$ cat config.mk
export PLATFORM = sky130hd
export DESIGN_NAME = instr_fetch_unit
export DESIGN_NICKNAME = d
export VERILOG_FILES = /design/src/rtl/instr_fetch_unit.sv
export SDC_FILE = /design/constraint.sdc
export NUM_CORES = 1
export LEC_CHECK = 0
export CAP_MARGIN = 10
export CELL_PAD_IN_SITES_DETAIL_PLACEMENT = 1
export CELL_PAD_IN_SITES_GLOBAL_PLACEMENT = 1
export CORE_UTILIZATION = 33
export DETAILED_ROUTE_END_ITERATION = 10
export PLACE_DENSITY = 0.76
export REMOVE_ABC_BUFFERS = 1
export SYNTH_ARGS = -nofsm -noshare
export SYNTH_HDL_FRONTEND = slang
export SYNTH_SLANG_ARGS = --single-unit
$ cat constraint.sdc
create_clock -name clk -period 2.9 [get_ports clk]
set_input_delay 0.725 -clock clk [delete_from_list [all_inputs] [get_ports clk]]
set_output_delay 0.725 -clock clk [all_outputs]
set_load 0.005 [all_outputs]
$ cat src/rtl/instr_fetch_unit.sv
// instr_fetch_unit: assembles one- or two-word instructions from a byte-wide
// memory port and presents them to the group decoders with a valid/ready handshake.
// Optional feature macro: INSTR_FETCH_ILLEGAL_DETECT_EN (flags illegal group encodings).
// Ports:
//   clk, rst_n (synchronous, active-low)         - clock and reset
//   pc_load, pc_in[15:0]                         - redirect strobe and target byte address
//   mem_rd_req, mem_addr[15:0]                   - byte read request, held until acked
//   mem_rd_ack, mem_rd_data[7:0]                 - read completion and returned byte
//   instr_hi, instr_lo, instr_addr [15:0]        - assembled instruction and its address
//   instr_valid / instr_ready                    - presentation handshake
//   instr_illegal                                - unrecognised group encoding, qualified by instr_valid
module instr_fetch_unit (
  input  logic        clk,
  input  logic        rst_n,
  input  logic        pc_load,
  input  logic [15:0] pc_in,
  output logic        mem_rd_req,
  output logic [15:0] mem_addr,
  input  logic        mem_rd_ack,
  input  logic [7:0]  mem_rd_data,
  output logic [15:0] instr_hi,
  output logic [15:0] instr_lo,
  output logic [15:0] instr_addr,
  output logic        instr_valid,
  input  logic        instr_ready,
  output logic        instr_illegal
);

  typedef enum logic [2:0] {
    FETCH_HI0,
    FETCH_HI1,
    FETCH_LO0,
    FETCH_LO1,
    PRESENT
  } state_t;

  state_t      state;
  state_t      state_nxt;
  logic [15:0] fetch_pc;
  logic [15:0] hi_word;
  logic        group5;
  logic        take;

  // First word as it will look once the HI1 byte is stored.
  assign hi_word  = {instr_hi[15:8], mem_rd_data};
  assign group5   = (hi_word[15:10] == 6'b111000);
  // A redirect wins over a coincident ack, so that byte is dropped.
  assign take     = mem_rd_ack && (state != PRESENT) && !pc_load;
  assign mem_addr = fetch_pc;

  always_ff @(posedge clk) begin
    if (!rst_n) begin
      state <= FETCH_HI0;
    end else begin
      state <= state_nxt;
    end
  end

  always_comb begin
    state_nxt   = state;
    mem_rd_req  = 1'b0;
    instr_valid = 1'b0;
    case (state)
      FETCH_HI0: begin
        mem_rd_req = 1'b1;
        if (mem_rd_ack) state_nxt = FETCH_HI1;
      end
      FETCH_HI1: begin
        mem_rd_req = 1'b1;
        if (mem_rd_ack) state_nxt = group5 ? FETCH_LO0 : PRESENT;
      end
      FETCH_LO0: begin
        mem_rd_req = 1'b1;
        if (mem_rd_ack) state_nxt = FETCH_LO1;
      end
      FETCH_LO1: begin
        mem_rd_req = 1'b1;
        if (mem_rd_ack) state_nxt = PRESENT;
      end
      PRESENT: begin
        instr_valid = 1'b1;
        // Acceptance always returns through FETCH_HI0, giving one bubble cycle.
        if (instr_ready) state_nxt = FETCH_HI0;
      end
      default: state_nxt = FETCH_HI0;
    endcase
    // Redirect applies after any same-cycle handshake has completed.
    if (pc_load) state_nxt = FETCH_HI0;
  end

  always_ff @(posedge clk) begin
    if (!rst_n) begin
      fetch_pc   <= 16'h0000;
      instr_hi   <= 16'h0000;
      instr_lo   <= 16'h0000;
      instr_addr <= 16'h0000;
    end else if (pc_load) begin
      fetch_pc <= pc_in;
    end else if (take) begin
      fetch_pc <= fetch_pc + 16'd1;
      case (state)
        FETCH_HI0: begin
          instr_hi[15:8] <= mem_rd_data;
          instr_addr     <= fetch_pc;
        end
        FETCH_HI1: begin
          instr_hi[7:0] <= mem_rd_data;
          if (!group5) instr_lo <= 16'h0000;
        end
        FETCH_LO0: instr_lo[15:8] <= mem_rd_data;
        FETCH_LO1: instr_lo[7:0]  <= mem_rd_data;
        default: ;
      endcase
    end
  end

`ifdef INSTR_FETCH_ILLEGAL_DETECT_EN
  logic illegal_q;
  logic illegal_nxt;

  // Illegal encodings never match group 5, so they always present as single-word.
  assign illegal_nxt = (hi_word[15:12] == 4'b1111) ||
                       ((hi_word[15:12] == 4'b1110) && (hi_word[11:10] != 2'b00));

  always_ff @(posedge clk) begin
    if (!rst_n) begin
      illegal_q <= 1'b0;
    end else if (take && (state == FETCH_HI1)) begin
      illegal_q <= illegal_nxt;
    end
  end

  assign instr_illegal = instr_valid && illegal_q;
`else
  assign instr_illegal = 1'b0;
`endif

endmodule

==> impl_table.tex, run 1 <==
\begin{tabular}{lr}
\hline
Metric & Value \\
\hline
\multicolumn{2}{l}{\textbf{Global route}} \\
\quad Initial antenna violation count & 0 \\
\quad GRT Residual Overflow & 0 \\
\quad Pin count of the biggest net entering global routing & 31 \\
\quad Via count of the first global-routing pass & 2695 \\
\quad Wire length of the first global-routing pass & 13.3 mm \\
\quad Gr usage total & 0.196 \\
\multicolumn{2}{l}{\textbf{Final layout}} \\
\quad Area of the multi-input gates & 0.00143 mm2 \\
\quad Register Area & 0.00134 mm2 \\
\quad Diode count & 0 \\
\quad Total of fill cells in the finished design & 988 \\
\quad Share of the core filled with cells in the final layout & 0.502 \\
\quad Fraction of final layout cells sized beyond drive strength 1 & 0.0787 \\
\quad Post-Layout Cell Count & 537 \\
\quad Final Cell Area & 0.00418 mm2 \\
\quad Layout-stage area growth over the synthesis result & 45.3\% \\
\quad Number of nets in the finished design & 457 \\
\multicolumn{2}{l}{\textbf{Synth}} \\
\quad Instance count of the mapped netlist & 330 \\
\quad Commonest cells in the netlist & 89 x sky130\_fd\_sc\_hd\_\_nand2\_1, 67 x sky130\_fd\_sc\_hd\_\_dfxtp\_1, 25 x sky130\_fd\_sc\_hd\_\_a21boi\_0, 25 x sky130\_fd\_sc\_hd\_\_mux2i\_1, 17 x sky130\_fd\_sc\_hd\_\_o21ai\_0 \\
\quad Cell types with the largest area share after synthesis & sky130\_fd\_sc\_hd\_\_dfxtp\_1 47\%, sky130\_fd\_sc\_hd\_\_nand2\_1 12\%, sky130\_fd\_sc\_hd\_\_mux2i\_1 8.7\% \\
\quad Synth unique cells & 40 \\
\quad Post-synthesis average cell area & 8.73 um2 \\
\quad Number of enable-type register cells in the synthesized netlist & 0 \\
\quad Async SR Flop Fraction & 0 \\
\quad Netlist area before placement & 0.00288 mm2 \\
\quad Top-count cell post-synth & sky130\_fd\_sc\_hd\_\_nand2\_1 \\
\quad Flip-flop and latch count after synthesis & 67 \\
\quad Most used flip-flop cell after synthesis & sky130\_fd\_sc\_hd\_\_dfxtp\_1 \\
\quad Synth warnings & 0 \\
\quad Cell taking the most area after synthesis & sky130\_fd\_sc\_hd\_\_dfxtp\_1 \\
\quad Area share of the largest cell type after synthesis & 0.466 \\
\quad Fraction of the yosys area taken by sequential cells & 0.466 \\
\multicolumn{2}{l}{\textbf{Routing}} \\
\quad Vias per inst & 4.97 \\
\quad Iter 0 DRT Violations & 47 \\
\quad Final wirelength & 8.35 mm \\
\quad Via Count & 2667 \\
\quad Detail-routed net length per standard cell & 15.6 um \\
\quad DRC violations left & 0 \\
\quad Antenna viol nets, final & 0 \\
\quad DR pass1 iterations & 4 \\
\multicolumn{2}{l}{\textbf{STA}} \\
\quad Max Slew Vio Count & 0 \\
\quad Final hold slack & 0.463 ns \\
\quad Top achievable clock speed & 0.385 GHz \\
\quad Final Setup Violations & 0 \\
\quad Final worst-path cycle share & 0.895 \\
\quad Unrepaired setup endpoints after global routing & false \\
\quad Post-layout minimum cycle time & 2.59 ns \\
\quad Final worst setup slack & 0.306 ns \\
\quad Worst Max-Slew Pin Slew & 0.564 ns \\
\quad Worst max-slew margin expressed relative to the limit & 0.619 \\
\quad Setup Total Neg Slack & 0 ns \\
\quad Final-report hold violation count & 0 \\
\quad Final clock skew & 0.00382 ns \\
\multicolumn{2}{l}{\textbf{Floorplan}} \\
\quad Die Wd & 95.4 um \\
\quad Floorplan die height & 95.4 um \\
\quad Area enclosed by the die boundary & 0.00911 mm2 \\
\quad I/O Pins & 96 \\
\quad Number of rows created at floorplan & 33 \\
\quad Starting utilization of the core area & 0.345 \\
\quad Core box area & 0.00834 mm2 \\
\multicolumn{2}{l}{\textbf{Power and ir drop}} \\
\quad Switching power & 0.501 mW \\
\quad Overall Power & 2.09 mW \\
\quad Total internal power & 1.59 mW \\
\quad Part of the total power dissipated in the clock network & 0.421 \\
\quad Worst-case vdd ir drop & 235 uV \\
\quad Gate power share & 0.108 \\
\quad Power Density & 499 mW/mm2 \\
\quad Seq pwr share & 0.472 \\
\quad Fraction of power spent switching nets & 0.240 \\
\quad Pleak & 1.53 nW \\
\multicolumn{2}{l}{\textbf{Job}} \\
\quad Max capacitance violation total & 0 \\
\multicolumn{2}{l}{\textbf{Placement}} \\
\quad Port-buffer cells & 94 \\
\quad Area post-placement & 0.00396 mm2 \\
\quad Post-DP HPWL & 6.07 mm \\
\quad Number of placed cells counting well taps & 521 \\
\quad Worst setup slack before clock tree synthesis & 0.175 ns \\
\quad Placer congestion estimate & 0.762 \\
\multicolumn{2}{l}{\textbf{Clock network}} \\
\quad Clock buffer count from CTS & 9 \\
\quad Clock insertion delay at the later pin of the skew report & 0.34 ns \\
\quad Cts hold-fix bufs & 0 \\
\quad Level count of the clock H-tree & 3 \\
\quad Num Clock Sinks & 67 \\
\quad Reg clk slew, reported paths & 0.07 ns \\
\quad Number of buffers on the longest clock path & 2 \\
\quad Post-CTS Setup Inserts & 0 \\
\quad Clk root buf & sky130\_fd\_sc\_hd\_\_clkbuf\_8 \\
\quad Cts repair resizes & 0 \\
\quad CTS tree & yes \\
\multicolumn{2}{l}{\textbf{Worst setup path}} \\
\quad Highest net fanout along the worst path & 10 \\
\quad Type of the setup path with the least slack & reg2out \\
\quad Type of element launching the critical path & register \\
\quad Arrival time at the worst endpoint & 1.87 ns \\
\quad CP Capture Type & output pin \\
\quad Endpoint required time on the critical path & 2.17 ns \\
\multicolumn{2}{l}{\textbf{Worst hold path}} \\
\quad Type of the tightest min-delay check & reg2reg \\
\multicolumn{2}{l}{\textbf{Outcome}} \\
\quad Status & complete, no violations \\
\hline
\end{tabular}
==> registers in the layout, indices dropped and copies added, names as in the netlist <==
name and count:
instr_addr 16, instr_lo 16, state 3, mem_addr 16
instr_hi 16
==> placed cells by master (no fill, tap or decap), types with 7 or more instances in the layout <==
cell type                         instances
sky130_fd_sc_hd__clkbuf_8                10
sky130_fd_sc_hd__dfxtp_1                 67
sky130_fd_sc_hd__a21oi_1                  9
sky130_fd_sc_hd__buf_4                   13
sky130_fd_sc_hd__xnor2_1                  7
sky130_fd_sc_hd__clkdlybuf4s50_1         93
sky130_fd_sc_hd__a21boi_0                25
sky130_fd_sc_hd__mux2i_1                 25
sky130_fd_sc_hd__nor2b_1                  9
sky130_fd_sc_hd__nand2_1                 89
sky130_fd_sc_hd__o21ai_0                 17
==> kinds of logic (layout without fill, tap and decap cells) <==
kind of cell	count (synthesis)	in the layout	synth area share
other cells	1	1	0.00130
xor+xnor	9	9	0.0274
buf+inv	26	128	0.0378
flops	67	67	0.466
compound gates	63	63	0.146
fa+ha+maj	1	1	0.00434
mux	25	25	0.0869
simple gates	138	138	0.231
==> layout make-up <==
cell class              instances  share of cell area
clock inverters                 6              0.0212
flip-flops and latches         67               0.321
clock buffers                  10              0.0329
multi-input cells             237               0.342
repair buffers                107               0.247
inverters                       5             0.00508
well taps                     105              0.0314
==> worst max-delay path, stage by stage, from the launching register on <==
cell and delay, ns:
sky130_fd_sc_hd__dfxtp_1 0.45, sky130_fd_sc_hd__or3b_4 0.45, sky130_fd_sc_hd__inv_4 0.12, sky130_fd_sc_hd__clkdlybuf4s50_1 0.51
==> power by group through the flow <==
| stage | sequential [mW] | combinational, mW | clock, mW |
|---|---|---|---|
| floorplan | 1.00 | 0.0745 | 0 |
| global placement | 1.01 | 0.222 | 0 |
| detailed placement | 1.01 | 0.226 | 0 |
| CTS | 0.985 | 0.228 | 0.909 |
| global route | 0.991 | 0.247 | 0.956 |
| finish | 0.985 | 0.225 | 0.879 |
==> worst paths after layout <==
path / start / to / slack (ns) / cells past startpoint
min reg2reg: instr_lo[8] / instr_lo[8] / 0.46 / 2
min: instr_lo[8] / instr_lo[8] / 0.46 / 2
max reg2reg: state[0] / mem_addr[13] / 0.79 / 5
max: state[2] / instr_valid / 0.31 / 3
==> layer usage <==
metal | GRT usage | up-vias | share of wire
met5 | 0 | - | 0
met3 | 0.0455 | 10 | 0.048
li1 | - | 1322 | -
met4 | 0.0858 | 0 | 0.019
met2 | 0.332 | 66 | 0.49
met1 | 0.238 | 1269 | 0.44
(Power assumes the default switching activity.)
==> inputs of run 2 (changes only) <==
--- a/config.mk
+++ b/config.mk
@@ -7,8 +7,8 @@
 export LEC_CHECK = 0
 export CAP_MARGIN = 10
 export CELL_PAD_IN_SITES_DETAIL_PLACEMENT = 1
-export CELL_PAD_IN_SITES_GLOBAL_PLACEMENT = 1
-export CORE_UTILIZATION = 33
+export CELL_PAD_IN_SITES_GLOBAL_PLACEMENT = 2
+export CORE_UTILIZATION = 26
 export DETAILED_ROUTE_END_ITERATION = 10
 export PLACE_DENSITY = 0.76
 export REMOVE_ABC_BUFFERS = 1
==> impl_table.tex, run 2 (same netlist as run 1, synthesis figures left out) <==
\begin{tabular}{lr}
\hline
Metric & Value \\
\hline
\multicolumn{2}{l}{\textbf{Final layout}} \\
\quad Fraction of final layout cells sized beyond drive strength 1 & 0.0742 \\
\quad Layout-stage area growth over the synthesis result & 48.2\% \\
\quad Share of the core filled with cells in the final layout & 0.396 \\
\quad Diode count & 0 \\
\quad Leading cell types in the layout, fill and taps excluded & 93 x sky130\_fd\_sc\_hd\_\_clkdlybuf4s50\_1, 89 x sky130\_fd\_sc\_hd\_\_nand2\_1, 67 x sky130\_fd\_sc\_hd\_\_dfxtp\_1 \\
\quad Number of nets in the finished design & 456 \\
\quad Most common cell after layout, fill and taps aside & sky130\_fd\_sc\_hd\_\_clkdlybuf4s50\_1 \\
\multicolumn{2}{l}{\textbf{Clock network}} \\
\quad Reg clk slew, reported paths & 0.07 ns \\
\quad CTS tree & yes \\
\quad Cts hold-fix bufs & 0 \\
\quad Clock insertion delay at the later pin of the skew report & 0.34 ns \\
\quad Level count of the clock H-tree & 3 \\
\quad Cts repair resizes & 0 \\
\quad Num Clock Sinks & 67 \\
\quad Number of buffers on the longest clock path & 2 \\
\quad Clk root buf & sky130\_fd\_sc\_hd\_\_clkbuf\_8 \\
\quad Clock buffer count from CTS & 9 \\
\quad Post-CTS Setup Inserts & 0 \\
\multicolumn{2}{l}{\textbf{Worst setup path}} \\
\quad Master of the slowest instance on the critical path & sky130\_fd\_sc\_hd\_\_clkdlybuf4s50\_1 \\
\quad Type of element launching the critical path & register \\
\quad Cell Chain, Critical Path & or3b\_4 > inv\_4 > clkdlybuf4s50\_1 \\
\quad Launching point of the worst reg2reg path & state[0] \\
\quad CP Capture Type & output pin \\
\quad Highest net fanout along the worst path & 10 \\
\quad CP peak stage delay & 0.53 ns \\
\quad Worst r2r path cells & 5 \\
\quad Endpoint required time on the critical path & 2.17 ns \\
\quad R2R Setup Slk & 0.82 ns \\
\quad Type of the setup path with the least slack & reg2out \\
\quad Arrival time at the worst endpoint & 1.85 ns \\
\quad End of the worst register-to-register path & mem\_addr[15] \\
\multicolumn{2}{l}{\textbf{STA}} \\
\quad Final worst-path cycle share & 0.890 \\
\quad Final clock skew & 0.00828 ns \\
\quad Max Slew Vio Count & 0 \\
\quad Top achievable clock speed & 0.388 GHz \\
\quad Final-report hold violation count & 0 \\
\quad Post-layout minimum cycle time & 2.58 ns \\
\quad Setup Total Neg Slack & 0 ns \\
\quad Unrepaired setup endpoints after global routing & false \\
\quad Final Setup Violations & 0 \\
\quad Worst max-slew margin expressed relative to the limit & 0.645 \\
\quad Worst Max-Slew Pin Slew & 0.526 ns \\
\multicolumn{2}{l}{\textbf{Routing}} \\
\quad Detail-routed net length per standard cell & 14.9 um \\
\quad Final wirelength & 8.48 mm \\
\quad Antenna viol nets, final & 0 \\
\quad Via Count & 2627 \\
\quad Vias per inst & 4.60 \\
\quad Iter 0 DRT Violations & 48 \\
\quad DRC violations left & 0 \\
\quad DR pass1 iterations & 4 \\
\multicolumn{2}{l}{\textbf{Global route}} \\
\quad GRT Residual Overflow & 0 \\
\quad Via count of the first global-routing pass & 2698 \\
\quad Initial antenna violation count & 0 \\
\quad Wire length of the first global-routing pass & 13.8 mm \\
\quad Gr usage total & 0.154 \\
\quad Pin count of the biggest net entering global routing & 25 \\
\multicolumn{2}{l}{\textbf{Floorplan}} \\
\quad I/O Pins & 96 \\
\quad Starting utilization of the core area & 0.267 \\
\quad Number of rows created at floorplan & 38 \\
\quad Die Wd & 107 um \\
\quad Floorplan die height & 107 um \\
\quad Core box area & 0.0108 mm2 \\
\quad Area enclosed by the die boundary & 0.0115 mm2 \\
\multicolumn{2}{l}{\textbf{Worst hold path}} \\
\quad Type of the tightest min-delay check & reg2reg \\
\quad Endpoint, Worst Hold & instr\_addr[0] \\
\quad Worst hold path cell count & 2 \\
\quad Hold path startpoint & instr\_addr[0] \\
\multicolumn{2}{l}{\textbf{Placement}} \\
\quad Post-DP HPWL & 6.14 mm \\
\quad Placer congestion estimate & 0.683 \\
\quad Port-buffer cells & 94 \\
\multicolumn{2}{l}{\textbf{Power and ir drop}} \\
\quad Pleak & 1.56 nW \\
\quad Worst-case vdd ir drop & 270 uV \\
\quad Power Density & 532 mW/mm2 \\
\multicolumn{2}{l}{\textbf{Job}} \\
\quad Max capacitance violation total & 0 \\
\multicolumn{2}{l}{\textbf{Outcome}} \\
\quad Status & complete, no violations \\
\hline
\end{tabular}
-- run 2: cell types whose count changed in the layout (fill, tap and decap cells not counted) --
| cell | previous run | this run |
|---|---|---|
| sky130_fd_sc_hd__clkbuf_8 | 10 | 11 |
| sky130_fd_sc_hd__buf_4 | 13 | 12 |
| sky130_fd_sc_hd__clkinvlp_4 | 2 | 0 |
| sky130_fd_sc_hd__clkbuf_1 | 0 | 1 |
| sky130_fd_sc_hd__clkinv_2 | 1 | 0 |
| sky130_fd_sc_hd__bufinv_16 | 2 | 4 |
| sky130_fd_sc_hd__clkinv_4 | 1 | 0 |
-- run 2: how the worst max path moves through the flow --
stage | slack, ns | end | start
detailed placement | 0.12 | mem_addr[15] | mem_rd_ack
finish | 0.32 | instr_valid | state[2]
global route | 0.22 | instr_valid | state[2]
global placement | 0.16 | mem_addr[15] | mem_rd_ack
floorplan | 0.68 | instr_lo[10] | pc_load
CTS | 0.30 | instr_valid | state[2]
-- run 2: report_power, final --
part	switching [mW]	total (mW)	internal, mW	leakage, nW
clock	0.356	1.06	0.706	0.137
sequential	0.0348	0.986	0.951	0.546
combinational	0.0955	0.224	0.129	0.875
-- run 2: through the flow --
step / total power, mW / cells / setup slack (ns) / area, um2 / hold WS, ns
after floorplan: 1.08 / 309 / 0.677 / 2790 / 0.451
after global placement: 1.23 / 555 / 0.159 / 3990 / 0.444
after detailed placement: 1.23 / 555 / 0.118 / 3990 / 0.453
after CTS: 2.30 / 571 / 0.300 / 4270 / 0.466
after global routing: 2.38 / 571 / 0.223 / 4270 / 0.483
final: 2.27 / 571 / 0.320 / 4270 / 0.463
-- run 2: area by class of cell --
type | instances | area, um2
multi-input combinational | 237 | 1430
fill | 1268 | 6520
inverter | 5 | 21.3
clock buffer | 12 | 155
clock inverter | 4 | 120
timing repair buffer | 106 | 1030
sequential | 67 | 1340
tap | 140 | 175
-- run 2: worst max-delay path, delay by kind of cell, from the launching register on --
kind	cells	cell delay (ns)
and+or+nand+nor	1	0.44
DFF	1	0.43
buffers and inverters	2	0.65
-- run 2: routing by layer --
| metal | up-vias | part of all wire | track usage |
|---|---|---|---|
| met1 | 1239 | 0.47 | 0.194 |
| met4 | 0 | 0.0090 | 0.0440 |
| met5 | - | 0 | 0 |
| li1 | 1318 | - | - |
| met3 | 8 | 0.041 | 0.0297 |
| met2 | 62 | 0.48 | 0.267 |
